## src/rtl/garage_input_conditioner.sv

```systemverilog
// Garage door front end: synchronizes and debounces the wall button and both
// limit switches, emits one Activate pulse per press, and flags impossible limit states.
module garage_input_conditioner #(
  parameter int DEBOUNCE_CYCLES = 1000000,
  parameter int CNT_W           = 20
) (
  input  logic CLK,
  input  logic RST,
  input  logic Btn_Raw,
  input  logic Up_Lim_Raw,
  input  logic Dn_Lim_Raw,
  output logic Activate,
  output logic UP_Max,
  output logic DN_Max,
  output logic Lim_Fault
);

  typedef enum logic [1:0] {
    STABLE_LO = 2'd0,
    PEND_HI   = 2'd1,
    STABLE_HI = 2'd2,
    PEND_LO   = 2'd3
  } state_e;

  localparam int NCH = 3;
  localparam int BTN = 0;
  localparam int UPL = 1;
  localparam int DNL = 2;

  localparam logic [CNT_W-1:0] CNT_MAX  = CNT_W'(DEBOUNCE_CYCLES - 1);
  localparam logic [CNT_W-1:0] CNT_ONE  = CNT_W'(1);
  localparam logic [CNT_W-1:0] CNT_ZERO = '0;

  logic [NCH-1:0] rawIn;
  logic [NCH-1:0] s1_q;
  logic [NCH-1:0] s2_q;
  state_e         state_q [NCH];
  state_e         state_d [NCH];
  logic [CNT_W-1:0] cnt_q [NCH];
  logic [CNT_W-1:0] cnt_d [NCH];
  logic [NCH-1:0] stb_q;
  logic [NCH-1:0] stb_d;
  logic           activate_q;
  logic           activate_d;
  logic           limFault_q;
  logic           limFault_d;

  assign rawIn = {Dn_Lim_Raw, Up_Lim_Raw, Btn_Raw};

  // State register: synchronizers, debounce FSMs and the registered outputs.
  always_ff @(posedge CLK) begin
    if (RST) begin
      s1_q       <= '0;
      s2_q       <= '0;
      stb_q      <= '0;
      activate_q <= 1'b0;
      limFault_q <= 1'b0;
      for (int i = 0; i < NCH; i++) begin
        state_q[i] <= STABLE_LO;
        cnt_q[i]   <= CNT_ZERO;
      end
    end else begin
      s1_q       <= rawIn;
      s2_q       <= s1_q;
      stb_q      <= stb_d;
      activate_q <= activate_d;
      limFault_q <= limFault_d;
      for (int i = 0; i < NCH; i++) begin
        state_q[i] <= state_d[i];
        cnt_q[i]   <= cnt_d[i];
      end
    end
  end

  // Next-state logic; any disagreeing sample during a pending state restarts qualification.
  always_comb begin
    for (int i = 0; i < NCH; i++) begin
      state_d[i] = state_q[i];
      cnt_d[i]   = cnt_q[i];
      stb_d[i]   = stb_q[i];
      case (state_q[i])
        STABLE_LO: begin
          if (s2_q[i]) begin
            state_d[i] = PEND_HI;
            cnt_d[i]   = CNT_ONE;
          end
        end
        PEND_HI: begin
          if (!s2_q[i]) begin
            state_d[i] = STABLE_LO;
            cnt_d[i]   = CNT_ZERO;
          end else if (cnt_q[i] == CNT_MAX) begin
            state_d[i] = STABLE_HI;
            stb_d[i]   = 1'b1;
            cnt_d[i]   = CNT_ZERO;
          end else begin
            cnt_d[i] = cnt_q[i] + CNT_ONE;
          end
        end
        STABLE_HI: begin
          if (!s2_q[i]) begin
            state_d[i] = PEND_LO;
            cnt_d[i]   = CNT_ONE;
          end
        end
        PEND_LO: begin
          if (s2_q[i]) begin
            state_d[i] = STABLE_HI;
            cnt_d[i]   = CNT_ZERO;
          end else if (cnt_q[i] == CNT_MAX) begin
            state_d[i] = STABLE_LO;
            stb_d[i]   = 1'b0;
            cnt_d[i]   = CNT_ZERO;
          end else begin
            cnt_d[i] = cnt_q[i] + CNT_ONE;
          end
        end
        default: begin
          state_d[i] = STABLE_LO;
          cnt_d[i]   = CNT_ZERO;
          stb_d[i]   = 1'b0;
        end
      endcase
    end
  end

  // Output logic; gating uses next-state limit levels so same-edge limit changes count.
  always_comb begin
    limFault_d = stb_d[UPL] & stb_d[DNL];
    activate_d = (state_q[BTN] == PEND_HI) && (state_d[BTN] == STABLE_HI) && !limFault_d;
  end

  assign Activate  = activate_q;
  assign UP_Max    = stb_q[UPL];
  assign DN_Max    = stb_q[DNL];
  assign Lim_Fault = limFault_q;

endmodule
```

## config.mk

```make
export PLATFORM = sky130hd
export DESIGN_NAME = garage_input_conditioner
export DESIGN_NICKNAME = d
export VERILOG_FILES = /design/src/rtl/garage_input_conditioner.sv
export SDC_FILE = /design/constraint.sdc
export NUM_CORES = 1
export LEC_CHECK = 0
export CAP_MARGIN = 40
export CORE_MARGIN = 5
export CORE_UTILIZATION = 62
export CTS_CLUSTER_SIZE = 10
export DETAILED_ROUTE_END_ITERATION = 8
export PLACE_DENSITY_LB_ADDON = 0.05
export SETUP_SLACK_MARGIN = 0.4
export SKIP_LAST_GASP = 1
export SYNTH_ARGS = -nofsm -noshare
export SYNTH_HDL_FRONTEND = slang
export SYNTH_SLANG_ARGS = --single-unit
```

## constraint.sdc

```tcl
create_clock -name CLK -period 2.8 [get_ports CLK]
set_input_delay 0.7 -clock CLK [delete_from_list [all_inputs] [get_ports CLK]]
set_output_delay 0.7 -clock CLK [all_outputs]
set_load 0.05 [all_outputs]
```

==> metrics.yaml, run 1 <==
worst_hold_path:
  hold_start: "s1_q[0]"
  hold_class: "reg2reg"
  holdPathEnd: "s2_q[0]"
  hold_depth: 1
logic_synthesis:
  synth_top_family_by_area: "simple AND/OR/NAND/NOR gates"
  synth_nets: 472
  syn-cell-area_um2: 3850
  syn_avg_cell_area_um2: 8.35
  yosys.area.top_type: "dfxtp_1"
  synth_cell_types: 58
  ys_seq_elements: 76
  synth_xor_area_share_pct: 4.10
  synthCells: 461
  synth_compound_area_share_pct: 18.9
  synthAdderAreaFrac_pct: 1.95
  synthMuxAreaShare_pct: 1.04
  post-synth-top-area-fraction_pct: 39.5
  yosysSeqAreaShare_pct: 39.5
  ys.flop_type: "dfxtp_1"
  synth-simple-area-share_pct: 31.7
  synth-edff-count: 0
  async_reset_ff_share_pct: 0
  synthTopCellsByArea: "dfxtp_1, nand2_1, nand3_1"
  yosysWarnings: 0
final_layout:
  drive_gt1_share_pct: 8.51
  area_delta_synth_final_pct: 11.2
  n_antenna_cell: 0
  final_common_cell: "dfxtp_1"
  multi_input_area_um2: 2230
  layout_common_cells: "dfxtp_1, nand2_1, nand3_1"
  nNetsFinal: 488
  fill_cells: 484
  ff_latch_area_um2: 1520
  fin_util_pct: 71.4
global_routing:
  grt_pass1_wl_mm: 14.4
  grt_pass1_vias: 3174
  grt_use_total_pct: 22.7
  overflow: 0
  antenna_found_initial: 0
  grt_max_degree: 25
timing:
  min_period_over_period_pct: 82.8
  max_slew.worst_pin.slew_ps: 839
  period_minus_slack_ps: 2320
  finalHoldViolCount: 0
  setup_viol: 0
  clock-skew-final_ps: 9.89
  drv_slew: 0
  relSlewSlack_pct: 44.1
  tns_ps: 0
  rsz0062_at_grt: "true"
  max_freq_mhz: 431
  layout_setup_ws_ps: 480
pwr:
  p_per_area_nw_per_um2: 522
  switching_share_pct: 22.9
  p_leak_uw: 0.00143
  totalPowerFinal_uw: 2230
  pwr-share-comb_pct: 5.6
  irDropWorstVdd_mv: 0.332
  p_clk_share_pct: 44.9
  p_switching_uw: 513
  seqPwrFrac_pct: 49.6
  p_int_uw: 1720
routing:
  via_per_inst: 6.42
  drt-wirelength-per-cell_um: 15.1
  first_pass_iters: 5
  ant_nets: 0
  drc: 0
  routed_wl_mm: 8.43
  vias: 3575
  drtIter0Drc: 203
clock_network:
  cts-root-buf: "clkbuf_8"
  cts_buffer_depth: 2
  worstSkewPairLatency_ps: 350
  hold_buffers: 0
  cts_resized: 0
  cts.sinks: 76
  cts_setup_buffers: 0
  cts_tree: "built"
  cts_buffers: 9
  path_clk_slew_ps: 80
  htreeDepth: 3
placement:
  place_ws_ps: 299
  dp_hpwl_mm: 5.83
  port_buffers: 8
  gp_congestion: 0.901
die:
  start_util_pct: 64.2
  coreArea_um2: 5990
  die_w_um: 88.8
  ios: 9
  num_rows: 28
  die_area_um2: 7880
  die_h_um: 88.8
worst_setup_path:
  r2r-end: "cnt_q[0][39]"
  cp-end-kind: "flip-flop"
  path_class: "reg2reg"
  arrival_ps: 2560
  crit_path_start_kind: "flip-flop"
  crit_fanout: 22
  rr_startpoint: "cnt_q[0][20]"
  r2r_setup_slack_ps: 480
  worstRegToRegCells: 7
  cp_data_required_time_ps: 3040
job:
  maxCapViolations: 0
run_status:
  status: "completed"
logic make-up after synthesis:
kind of cell / count (synthesis)
AND/OR/NAND/NOR: 221
XOR/XNOR: 18
flip-flops: 76
multiplexers: 4
adder cells (fa/ha/maj): 6
buffers and inverters: 24
AO/OA/AOI/OAI: 112
worst max path at each step:
stage          cells past startpoint     startpoint  slack (ps)           end
6_report                           7   cnt_q[0][20]         480  cnt_q[0][39]
5_1_grt                            7  state_q[0][4]         390  cnt_q[0][53]
4_1_cts                            7  state_q[0][4]         430  cnt_q[0][53]
3_5_place_dp                       4            RST         300  cnt_q[0][45]
3_3_place_gp                       4            RST         360  cnt_q[0][49]
2_1_floorplan                      7   cnt_q[0][20]         630  cnt_q[0][39]
sequential cells by signal, summed over array words and instances, names as in the netlist, named ones only:
register / count
state_q: 4
Activate: 1
Lim_Fault: 1
cnt_q: 60
stb_q: 2
s2_q: 3
s1_q: 3
metrics by stage:
stage,area (um^2),std cells,hold slack (ps)
2_1_floorplan,3850,461,414
5_1_grt,4280,557,482
6_report,4280,557,450
3_3_place_gp,4030,540,419
4_1_cts,4270,557,455
3_5_place_dp,4030,541,435
layer usage:
layer  global-route usage (%)  vias up  wire length [um]
met5                        0        -                 0
met4                     8.52        0                93
met3                     3.54       10               423
met2                     36.0      106              3950
met1                     31.2     1691              3960
li1                         -     1768                 -
cell type report:
type	instances	area share [%]
multi-input cells	361	52.0
inverters	10	0.877
well taps	75	2.19
clock inverters	7	2.69
flip-flops and latches	76	35.6
clock buffers	9	2.90
repair buffers	19	3.74
power by group through the flow:
| stage | logic, uW | clock network [uW] | registers [uW] |
|---|---|---|---|
| after floorplan | 80.5 | 0 | 1130 |
| after global placement | 119 | 0 | 1130 |
| after detailed placement | 121 | 0 | 1130 |
| after CTS | 122 | 1020 | 1110 |
| after global routing | 138 | 1060 | 1110 |
| final | 124 | 1000 | 1110 |
Yosys cell counts, drive strengths merged, types with 2 or more instances:
| library cell | count |
|---|---|
| or3 | 5 |
| ha | 6 |
| or3b | 4 |
| a22o | 5 |
| nand4 | 17 |
| a21boi | 3 |
| o31a | 2 |
| nand2 | 52 |
| inv | 9 |
| and3 | 15 |
| or2b | 3 |
| xnor2 | 9 |
| or4b | 4 |
| nor4b | 4 |
| nand2b | 8 |
| o211a | 2 |
| nand3b | 2 |
| nor3 | 10 |
| a21oi | 28 |
| a211o | 2 |
| a41oi | 3 |
| nand3 | 34 |
| and2 | 6 |
| and4 | 6 |
| nor3b | 2 |
| nor2 | 25 |
| mux2i | 4 |
| a31oi | 27 |
| nor2b | 9 |
| o211ai | 4 |
| a211oi | 4 |
| a22oi | 2 |
| dfxtp | 76 |
| clkbuf | 8 |
| xor2 | 9 |
| o21ai | 21 |
| o41ai | 2 |
| nor4 | 12 |
| buf | 6 |
critical path: stages (launching register included):
cell and delay, ps:
dfxtp_1 420, ha_1 280, or4b_1 500, nor4_4 300, a211oi_2 110, buf_4 220
o211a_1 130, a211o_1 250
No activity file was read; power rests on OpenSTA's default activity.
==> inputs of run 2 (changes only) <==
clock period = 2.4 ns   (was 2.8 ns; I/O delays follow)
==> run 2 against run 1 <==
Against the previous run:
- sequential share of layout area shrank 3.3 points
- utilization grew 8.4 points
- wire length grew 24%
- count of clock-buffer cells in the layout grew 4
- final cell count grew 6.5%
- sequential power grew 16%
- flip-flop and latch count is the same
- total power grew 9.4%
- critical path depth is the same
- largest cell class unchanged
- largest power group unchanged
==> metrics.yaml, run 2 (same netlist as run 1, synthesis figures left out) <==
run_status:
  status: "completed"
clock_network:
  cts-root-buf: "clkbuf_8"
  path_clk_slew_ps: 80
  htreeDepth: 3
  cts_buffer_depth: 2
  cts_tree: "built"
  worstSkewPairLatency_ps: 360
  cts.sinks: 76
  cts_buffers: 9
final_layout:
  top_regs: "cnt_q (60), state_q (4)"
  area_delta_synth_final_pct: 24.3
  final_common_cell: "dfxtp_1"
  drive_gt1_share_pct: 21.6
  fin_area_um2: 4780
  layout_common_cells: "dfxtp_1, nand2_1, buf_4"
  multi_input_area_um2: 2410
  largest_reg_flops: 60
  n_antenna_cell: 0
  ff_latch_area_um2: 1540
  instances_no_fill: 593
  regMostFlops: "cnt_q"
  fill_cells: 412
  nNetsFinal: 524
global_routing:
  antenna_found_initial: 0
  grt_use_met1_pct: 34.2
  grt_pass1_vias: 3626
  overflow: 0
  busiest_layer: "met2"
  grt_max_degree: 18
  grt_pass1_wl_mm: 17.0
  grt_use_total_pct: 27.6
  use_met2_pct: 46.4
  use_met3_pct: 6.24
worst_setup_path:
  slowest_stage: "or4b_4"
  r2r-end: "cnt_q[0][30]"
  crit_path_max_incr_delay_ps: 470
  rr_startpoint: "cnt_q[0][20]"
  path_class: "reg2reg"
  cp-end-kind: "flip-flop"
  crit_buf_inv: 1
  worstRegToRegCells: 7
  r2r_setup_slack_ps: 330
  cp_cell_sequence: "ha_4 -> or4b_4 -> nor4_4 -> a211oi_2 -> bufbuf_16 -> a21oi_1 -> o21ai_0"
  cp_data_required_time_ps: 2640
  cp_top_family: "simple AND/OR/NAND/NOR gates"
  arrival_ps: 2310
  crit_path_start_kind: "flip-flop"
  crit_fanout: 11
pwr:
  p_per_area_nw_per_um2: 511
  irDropWorstVdd_mv: 0.381
  p_leak_uw: 0.00169
timing:
  hold_ws_ps: 451
  layout_setup_ws_ps: 334
  drv_slew: 0
  max_slew.worst_pin.slew_ps: 696
  setup_viol: 0
  rsz0062_at_grt: "true"
  period_minus_slack_ps: 2070
  max_freq_mhz: 484
  tns_ps: 0
  finalHoldViolCount: 0
  min_period_over_period_pct: 86.1
  clock-skew-final_ps: 9.61
  relSlewSlack_pct: 53.3
routing:
  drc: 0
  first_pass_iters: 5
  via_per_inst: 6.53
  drt-wirelength-per-cell_um: 17.6
  ant_nets: 0
  drtIter0Drc: 299
  vias: 3875
  routed_wl_mm: 10.5
worst_hold_path:
  hold_depth: 1
  hold_class: "reg2reg"
  holdPathEnd: "s2_q[0]"
  hold_start: "s1_q[0]"
die:
  coreArea_um2: 5990
  num_rows: 28
  die_h_um: 88.8
  start_util_pct: 64.2
  die_w_um: 88.8
  ios: 9
  die_area_um2: 7880
job:
  maxCapViolations: 0
placement:
  dp_hpwl_mm: 6.40
  dp.cells: 550
  port_buffers: 8
  gp_congestion: 0.899
  place_ws_ps: 58.9
  dpl_cell_area_um2: 4160
## run 2: what timing repair did
item / 4_1_cts / 5_1_grt
endpoints found under the setup margin: 45 / 57
setup buffers: 18 / 5
resized for setup: 22 / 33
hold buffers: 0 / 0
cloned: 3 / 1
pin swaps: 13 / 14
## run 2: metrics by stage
step           util (%)  total power [uW]
4_1_cts            77.0              2420
6_report           79.8              2440
3_3_place_gp       69.4              1470
2_1_floorplan         -              1420
5_1_grt            79.8              2530
3_5_place_dp       69.4              1480
## run 2: worst max path at each step
stage,from,end,slack (ps),depth (start not counted)
final,cnt_q[0][20],cnt_q[0][30],330,7
after global routing,cnt_q[0][20],cnt_q[0][30],210,7
after CTS,state_q[0][4],cnt_q[0][53],360,8
after detailed placement,RST,cnt_q[0][52],60,5
after global placement,RST,cnt_q[0][52],140,5
after floorplan,cnt_q[0][21],cnt_q[0][39],320,7
## run 2: worst reg2reg max path, stage by stage, from the launching register on
cell       delay, ps
dfxtp_4          360
ha_4             130
or4b_4           470
nor4_4           280
a211oi_2         160
bufbuf_16        320
a21oi_1          120
o21ai_0           90
## run 2: layout make-up
type,instances,share of cell area [%]
Multi-Input combinational cell,361,50.4
Inverter,10,0.785
Sequential cell,76,32.2
Timing Repair Buffer,55,10.7
Tap cell,75,1.96
Clock buffer,13,3.53
Clock inverter,3,0.419
## run 2: power by group
group / switching (uW) / total [uW] / leakage, uW / internal (uW)
Sequential: 16.2 / 1290 / 0.000621 / 1270
Combinational: 127 / 214 / 0.000982 / 87.2
Clock: 480 / 939 / 0.0000917 / 459
## run 2: layer usage
| metal | vias up | share of wire, % |
|---|---|---|
| li1 | 1841 | - |
| met1 | 1852 | 42 |
| met2 | 164 | 50 |
| met3 | 18 | 6.8 |
| met4 | 0 | 1.7 |
| met5 | - | 0 |
==> inputs of run 3 (changes only) <==
SLEW_MARGIN = 20   (was unset)
clock period = 2 ns   (was 2.4 ns; I/O delays follow)
==> run 3 against run 2 <==
Against the previous run:
- combinational power rose by 88%
- wire length rose by 25%
- final area rose by 13%
- the flow now finishes with violations (negative setup slack)
- sequential power rose by 20%
- critical path depth did not move
- flip-flop and latch count did not move
- register-to-register slack got worse by 450 ps
- die area did not move
==> metrics.yaml, run 3 (same netlist as run 1, synthesis figures left out) <==
run_status:
  status: "finished with violations"
  violations: "negative setup slack"
final_layout:
  area_delta_synth_final_pct: 40.4
  regMostFlops: "cnt_q"
  final_common_cell: "dfxtp_1"
  drive_gt1_share_pct: 36.5
  largest_reg_flops: 60
  nNetsFinal: 556
  layout_common_cells: "dfxtp_1, buf_4, nand2_1"
  n_antenna_cell: 0
  fin_area_um2: 5410
  top_regs: "cnt_q (60), state_q (4)"
global_routing:
  grt_use_total_pct: 30.1
  grt_pass1_wl_mm: 18.6
  antenna_found_initial: 0
  overflow: 0
  grt_pass1_vias: 3943
  grt_max_degree: 23
clock_network:
  cts.sinks: 76
  cts-root-buf: "clkbuf_8"
  path_clk_slew_ps: 90
  cts_tree: "built"
  cts_buffers: 9
  cts_buffer_depth: 2
  worstSkewPairLatency_ps: 370
  htreeDepth: 3
pwr:
  p_per_area_nw_per_um2: 588
  irDropWorstVdd_mv: 0.750
  p_leak_uw: 0.00192
timing:
  drv_slew: 0
  max_slew.worst_pin.slew_ps: 537
  rsz0062_at_grt: "true"
  period_minus_slack_ps: 2120
  layout_setup_ws_ps: -120
  relSlewSlack_pct: 63.9
  tns_ps: -1000
  setup_viol: 16
  max_freq_mhz: 472
  min_period_over_period_pct: 106
  clock-skew-final_ps: 9.07
  finalHoldViolCount: 0
routing:
  drt-wirelength-per-cell_um: 20.9
  via_per_inst: 6.90
  first_pass_iters: 5
  ant_nets: 0
  vias: 4315
  drc: 0
  drtIter0Drc: 416
  routed_wl_mm: 13.0
placement:
  gp_congestion: 0.903
  dpl_cell_area_um2: 4520
  dp_hpwl_mm: 6.73
  port_buffers: 8
die:
  ios: 9
  die_h_um: 88.8
  num_rows: 28
  die_w_um: 88.8
  die_area_um2: 7880
  start_util_pct: 64.2
  coreArea_um2: 5990
job:
  maxCapViolations: 0
worst_setup_path:
  cp-end-kind: "flip-flop"
  arrival_ps: 2390
  crit_path_start_kind: "flip-flop"
  cp_data_required_time_ps: 2270
  slowest_stage: "or4b_4"
  crit_fanout: 4
  path_class: "reg2reg"
  crit_path_max_incr_delay_ps: 480
  cp_cell_sequence: "ha_4 -> or4b_4 -> nor4_4 -> buf_4 -> mux2i_2 -> a21oi_2 -> and2_4"
worst_hold_path:
  hold_class: "reg2reg"
## run 3: through the flow
step                power, uW  hold WS (ps)  cells  utilization (%)  setup slack, ps
global placement         1800           419    576             75.5             14.3
global route             3280           476    625             90.2             -184
floorplan                1740           414    461                -            -75.8
CTS                      3050           453    611             84.6             8.72
detailed placement       1810           431    576             75.5            -30.6
finish                   3180           468    625             90.2             -120
## run 3: worst max-delay path: cells and delay by family, from the launching register on
family,cells,cell delay [ps]
adders and majority gates,1,140
muxes,1,260
AOI/OAI and AO/OA,1,100
buffers and inverters,1,200
DFF,1,370
and+or+nand+nor,3,950
## run 3: path summary, 6_finish.rpt
check	start	slack (ps)	end	depth (start not counted)
min	s1_q[2]	470	s2_q[2]	1
min reg2reg	s1_q[2]	470	s2_q[2]	1
max reg2reg	cnt_q[0][21]	-120	Lim_Fault	7
max	cnt_q[0][21]	-120	Lim_Fault	7
## run 3: cell type report
type | instances | area [um^2]
Clock inverter | 7 | 75.1
Fill cell | 249 | 586
Inverter | 10 | 40.0
Multi-Input combinational cell | 361 | 2730
Tap cell | 75 | 93.8
Timing Repair Buffer | 87 | 810
Clock buffer | 9 | 124
Sequential cell | 76 | 1540
## run 3: what timing repair did
action                     in CTS  in global routing
setup endpoints to repair      69                 69
pin swaps                      23                 30
setup buffers                  17                 14
resized for setup              48                 47
gates cloned                    2                  0
hold buffers                    0                  0
## run 3: per-layer routing
metal,vias up,routed length [um],global-route usage (%)
li1,1903,-,-
met1,2031,4930,34.9
met2,305,6370,52.1
met3,76,1030,6.42
met4,0,698,15.4
met5,-,0,0
## run 3: power by group
group | switching, uW | internal, uW
combinational | 209 | 194
sequential | 20.1 | 1530
clock | 641 | 580
==> edit 1: new RTL, flow settings as in run 1 <==
The output `Lim_Fault` loses its register stage (`limFault_q` becomes a continuous assignment).
--- a/src/rtl/garage_input_conditioner.sv
+++ b/src/rtl/garage_input_conditioner.sv
@@ -56,3 +56,2 @@
       activate_q <= 1'b0;
-      limFault_q <= 1'b0;
       for (int i = 0; i < NCH; i++) begin
@@ -66,3 +65,2 @@
       activate_q <= activate_d;
-      limFault_q <= limFault_d;
       for (int i = 0; i < NCH; i++) begin
@@ -73,2 +71,4 @@
   end
+
+  assign limFault_q = limFault_d;
 
Formal check against the unedited RTL: same outputs for any inputs over 10 cycles, from zero or initial values and one cycle with RST high; that may be too few to reach the edited logic, so the function may still have changed.
==> edit 1 against run 1 <==
The run now ends with negative setup slack left. Core utilization barely moved. Final area grew 6.6%. Setup slack got worse by 700 ps. Sequential share of layout area down 2.4 points. Routed wire length rose by 10%. Synthesized cell count rose by 6.3%. Hold slack worse by 3.1 ps. Global-route usage is 0.53 points lower. Synthesized area up 6.7%. Total power fell by 1.6%. Sequential cell count is 1 lower. Critical path type is now reg -> out. Critical endpoint is now Lim_Fault. Largest cell class unchanged. Highest routed layer unchanged.
==> edit 1: results (changes against run 1) <==
status=finished, violations left (was complete, no violations); failing checks=negative setup slack; synth warn=0 (unchanged); total track usage=22.2% (was 22.7%); number of H-tree levels=3 (unchanged); number of global-route vias before repair=3429 (was 3174); Slew headroom=53.5% (was 44.1%); Reg-to-Reg Start=state_q[0][4] (was cnt_q[0][20]); DP Wirelength=6250 um (was 5830 um); first-pass GRT wire length=15900 um (was 14400 um); Leak=0.00156 uW (was 0.00143 uW); Hold Path Class=reg -> reg (unchanged); CTS max path bufs=2 (unchanged); top post-synthesis cells by count=dfxtp_1, nor2_1, nand2_1, nand3_1, a21oi_1 (was dfxtp_1, nand2_1, nand3_1); HP Start=s1_q[1] (was s1_q[0]); Hold EP=s2_q[1] (was s2_q[0]); R2R depth=6 (was 7); hold path depth=1 (unchanged); ANT cells=0 (unchanged); clk root buf=clkbuf_8 (unchanged); vias=3765 (was 3575); Final Wtd Congestion=0.896 (was 0.901); clock skew=8.85 ps (was 9.89 ps); post-synthesis cell type count=68 (was 58); hold_buf cts=0 (unchanged); Non-Filler Instances=584 (was 557); Worst R2R End=cnt_q[0][51] (was cnt_q[0][39]); global route overflow=0 (unchanged); Largest regs=cnt_q (60), state_q (4) (unchanged); IO Port Bufs=8 (unchanged); DR iter-0 viols=282 (was 203); Final nets=513 (was 488); critical path fanouts, max=2 (was 22); Seq/Total Area, Yosys=36.6% (was 39.5%); layout cells sized above 1=11.8% (was 8.51%); setup ws final=-217 ps (was 480 ps); VDD IR-drop max=0.429 mV (was 0.332 mV); Placement Cell Area=0.00426 sq mm (was 0.00403 sq mm); Sum Neg Setup Slack=-217 ps (was 0 ps); worst-skew pair later-pin latency=about 340 ps; Inst Count DP=562 (was 541); CP arrival=2320 ps (was 2560 ps); most area-consuming cells after synthesis=dfxtp_1, nand3_1, nor2_1 (was dfxtp_1, nand2_1, nand3_1); Initial DRT Pass Iterations=5 (unchanged); worst reg-to-reg setup slack=550 ps (was 480 ps); CTS clk-pin slew, worst paths=80 ps (about the same); initial antenna violation count=0 (unchanged); TritonCTS Buffers=9 (unchanged); Total Wirelength=9300 um (was 8430 um); CP max stage cell=or4b_4 (was or4b_1); setup violators final=1 (was 0); post-synthesis instance total=490 (was 461); max incr delay on CP=540 ps (was 500 ps); ys async rst share=0% (unchanged); syn_nets=501 (was 472); largest net degree at the start of global routing=41 (was 25)
==> edit 1: cell count changes in the layout (fill, tap and decap cells not counted), moves of 5 or more <==
cell     delta
nand3_1     +6
nand2_1    -12
nor3_1      +6
o21ai_0    -10
nor4_1      -5
dfxtp_1     -6
or4_1       +5
a31oi_1     -5
inv_1       +8
nor2_1     +18
==> edit 1: kinds of logic (layout without fill, tap and decap cells) <==
kind of cell | count (synthesis) | count (layout) | share of synthesized area, %
multiplexers | 4 | 4 | 1.01
XOR/XNOR | 15 | 15 | 3.20
flip-flops | 75 | 75 | 36.6
AND/OR/NAND/NOR | 242 | 242 | 34.1
buffers and inverters | 38 | 55 | 4.42
AO/OA/AOI/OAI | 110 | 110 | 18.9
adder cells (fa/ha/maj) | 6 | 6 | 1.83
==> edit 1: final cells by class <==
class / count / area (sq um)
fillers: 501 / 1830
multi-input cells: 377 / 2440
repair buffers: 22 / 205
well taps: 77 / 96.3
clock inverters: 5 / 85.1
clock buffers: 11 / 151
inverters: 17 / 63.8
flip-flops and latches: 75 / 1510
==> edit 1: worst max path at each step <==
stage                             from         to  cells after the start
after floorplan           cnt_q[0][26]  Lim_Fault                      5
after global placement    cnt_q[0][26]  Lim_Fault                      7
after detailed placement  cnt_q[0][26]  Lim_Fault                      7
after CTS                 cnt_q[0][30]  Lim_Fault                      7
after global routing      cnt_q[0][30]  Lim_Fault                      7
final                     cnt_q[0][30]  Lim_Fault                      7
==> edit 1: report_power, final <==
group          total (uW)  internal, uW  switching [uW]  leakage, uW
registers            1090          1080            13.8     0.000609
clock network         963           554             410     0.000116
logic                 144          44.4            99.8     0.000840
==> edit 1: timing repair <==
item / 4_1_cts / 5_1_grt
buffers inserted: 5 / 0
resized for setup: 6 / 1
pin swaps: 6 / 1
endpoints found under the hold margin: 0 / 0
setup endpoints to repair: 1 / 1
==> edit 1: through the flow <==
stage	total power (uW)	hold WS [ps]	setup slack (ps)	utilization, %
global route	2280	465	-256	71.4
global placement	1250	421	188	66.7
floorplan	1220	414	346	-
CTS	2210	446	-174	71.3
finish	2200	447	-217	71.4
detailed placement	1260	427	182	66.7
==> edit 1: routing by layer <==
layer | track usage (%) | wire [um] | vias up
met4 | 7.21 | 148 | 0
met2 | 35.1 | 4240 | 101
met1 | 31.4 | 4520 | 1794
met5 | 0 | 0 | -
met3 | 2.73 | 391 | 17
li1 | - | - | 1853
==> edit 1: critical path, delay by kind of cell (launching register included) <==
family          cells  cell delay [ps]
compound gates      2              300
buf+inv             2              320
flops               1              350
simple gates        3             1010
==> edit 2: new RTL, flow settings as in run 1 <==
Without the edit above. The parameter `CNT_W` goes from 20 to 10.
--- a/src/rtl/garage_input_conditioner.sv
+++ b/src/rtl/garage_input_conditioner.sv
@@ -4,3 +4,3 @@
   parameter int DEBOUNCE_CYCLES = 1000000,
-  parameter int CNT_W           = 20
+  parameter int CNT_W           = 10
 ) (
Function: same outputs for any inputs over 10 cycles, from zero or initial values and one cycle with RST high; that may be too few to reach the edited logic, so the function may still have changed.
==> edit 2 against run 1 <==
Global-route usage shrank 4.2 points. Setup slack better by 51 ps. Final area down 43%. Sequential share of layout area grew 2.4 points. Fmax rose by 2.2%. Total power is 46% lower. Routed wire length fell by 48%. Hold slack better by 11 ps. Synthesized area decreased by 42%. Sequential cell count shrank 30.
==> edit 2: results (changes against run 1) <==
Placement Cell Area=0.00235 sq mm (was 0.00403 sq mm); number of H-tree levels=2 (was 3); status=complete, no violations (unchanged); Comb pwr share=8.6% (was 5.6%); met2 Track Usage GR=34.1% (was 36.0%); Post-Synth Adder-Cell Area=3.36% (was 1.95%); XOR/XNOR Fraction of Synth Area=7.79% (was 4.10%); delay-heaviest family, CP=buffers and inverters (was simple AND/OR/NAND/NOR gates); R2R depth=5 (was 7); sequential power share=56.7% (was 49.6%); DP Wirelength=3240 um (was 5830 um); CP arrival=1570 ps (was 2560 ps); top post-synthesis cells by count=dfxtp_1, nor2_1, xor2_1 (was dfxtp_1, nand2_1, nand3_1); number of global-route vias before repair=1767 (was 3174); Largest regs=cnt_q (30), state_q (4) (was cnt_q (60), state_q (4)); max incr delay on CP=820 ps (was 500 ps); DR iter-0 viols=126 (was 203); layout cells sized above 1=9.16% (was 8.51%); VDD IR-drop max=0.321 mV (was 0.332 mV); pre-CTS WS=733 ps (was 299 ps); Pint=915 uW (was 1720 uW); Crit. Startpoint=stb_q[2] (was cnt_q[0][20]); Final Wtd Congestion=0.867 (was 0.901); compound-cell area share of the yosys netlist=16.0% (was 18.9%); CP max stage cell=clkdlybuf4s50_1 (was or4b_1); Power per Cell Area=496 mW/mm^2 (was 522 mW/mm^2); mux share of post-synthesis cell area=1.40% (was 1.04%); HP Start=s1_q[2] (was s1_q[0]); Reg-to-Reg Start=cnt_q[0][21] (was cnt_q[0][20]); Non-Filler Instances=297 (was 557); Inst Count DP=290 (was 541); most area-consuming cells after synthesis=dfxtp_1, xor2_1, nor2_1 (was dfxtp_1, nand2_1, nand3_1); TritonCTS Buffers=5 (was 9); DR vias/cell=6.09 (was 6.42)
## edit 2: cell count changes after synthesis, sizes merged, moves of 8 or more
cell	run 1	this run
nand2	52	7
nand3	34	8
xor2	9	19
a31oi	27	2
dfxtp	76	46
a21oi	28	8
nor4	12	4
and3	15	5
o21ai	21	5
nand4	17	8
xnor2	9	0
## edit 2: final cells by class
type	instances	area, sq um
Sequential cell	46	921
Timing Repair Buffer	10	95.1
Tap cell	46	57.6
Multi-Input combinational cell	176	1230
Fill cell	272	987
Clock buffer	6	51.3
Inverter	12	45.0
Clock inverter	1	30.0
## edit 2: metal layers
layer	vias up	part of all wire, %
met5	-	0
met2	28	52
met3	7	3.5
met4	0	1.4
li1	905	-
met1	869	43
## edit 2: final timing paths
| path | slack (ps) | to |
|---|---|---|
| hold reg to reg | 460 | s2_q[2] |
| setup reg to reg | 720 | cnt_q[0][24] |
| setup / recovery | 530 | DN_Max |
| hold / removal | 460 | s2_q[2] |
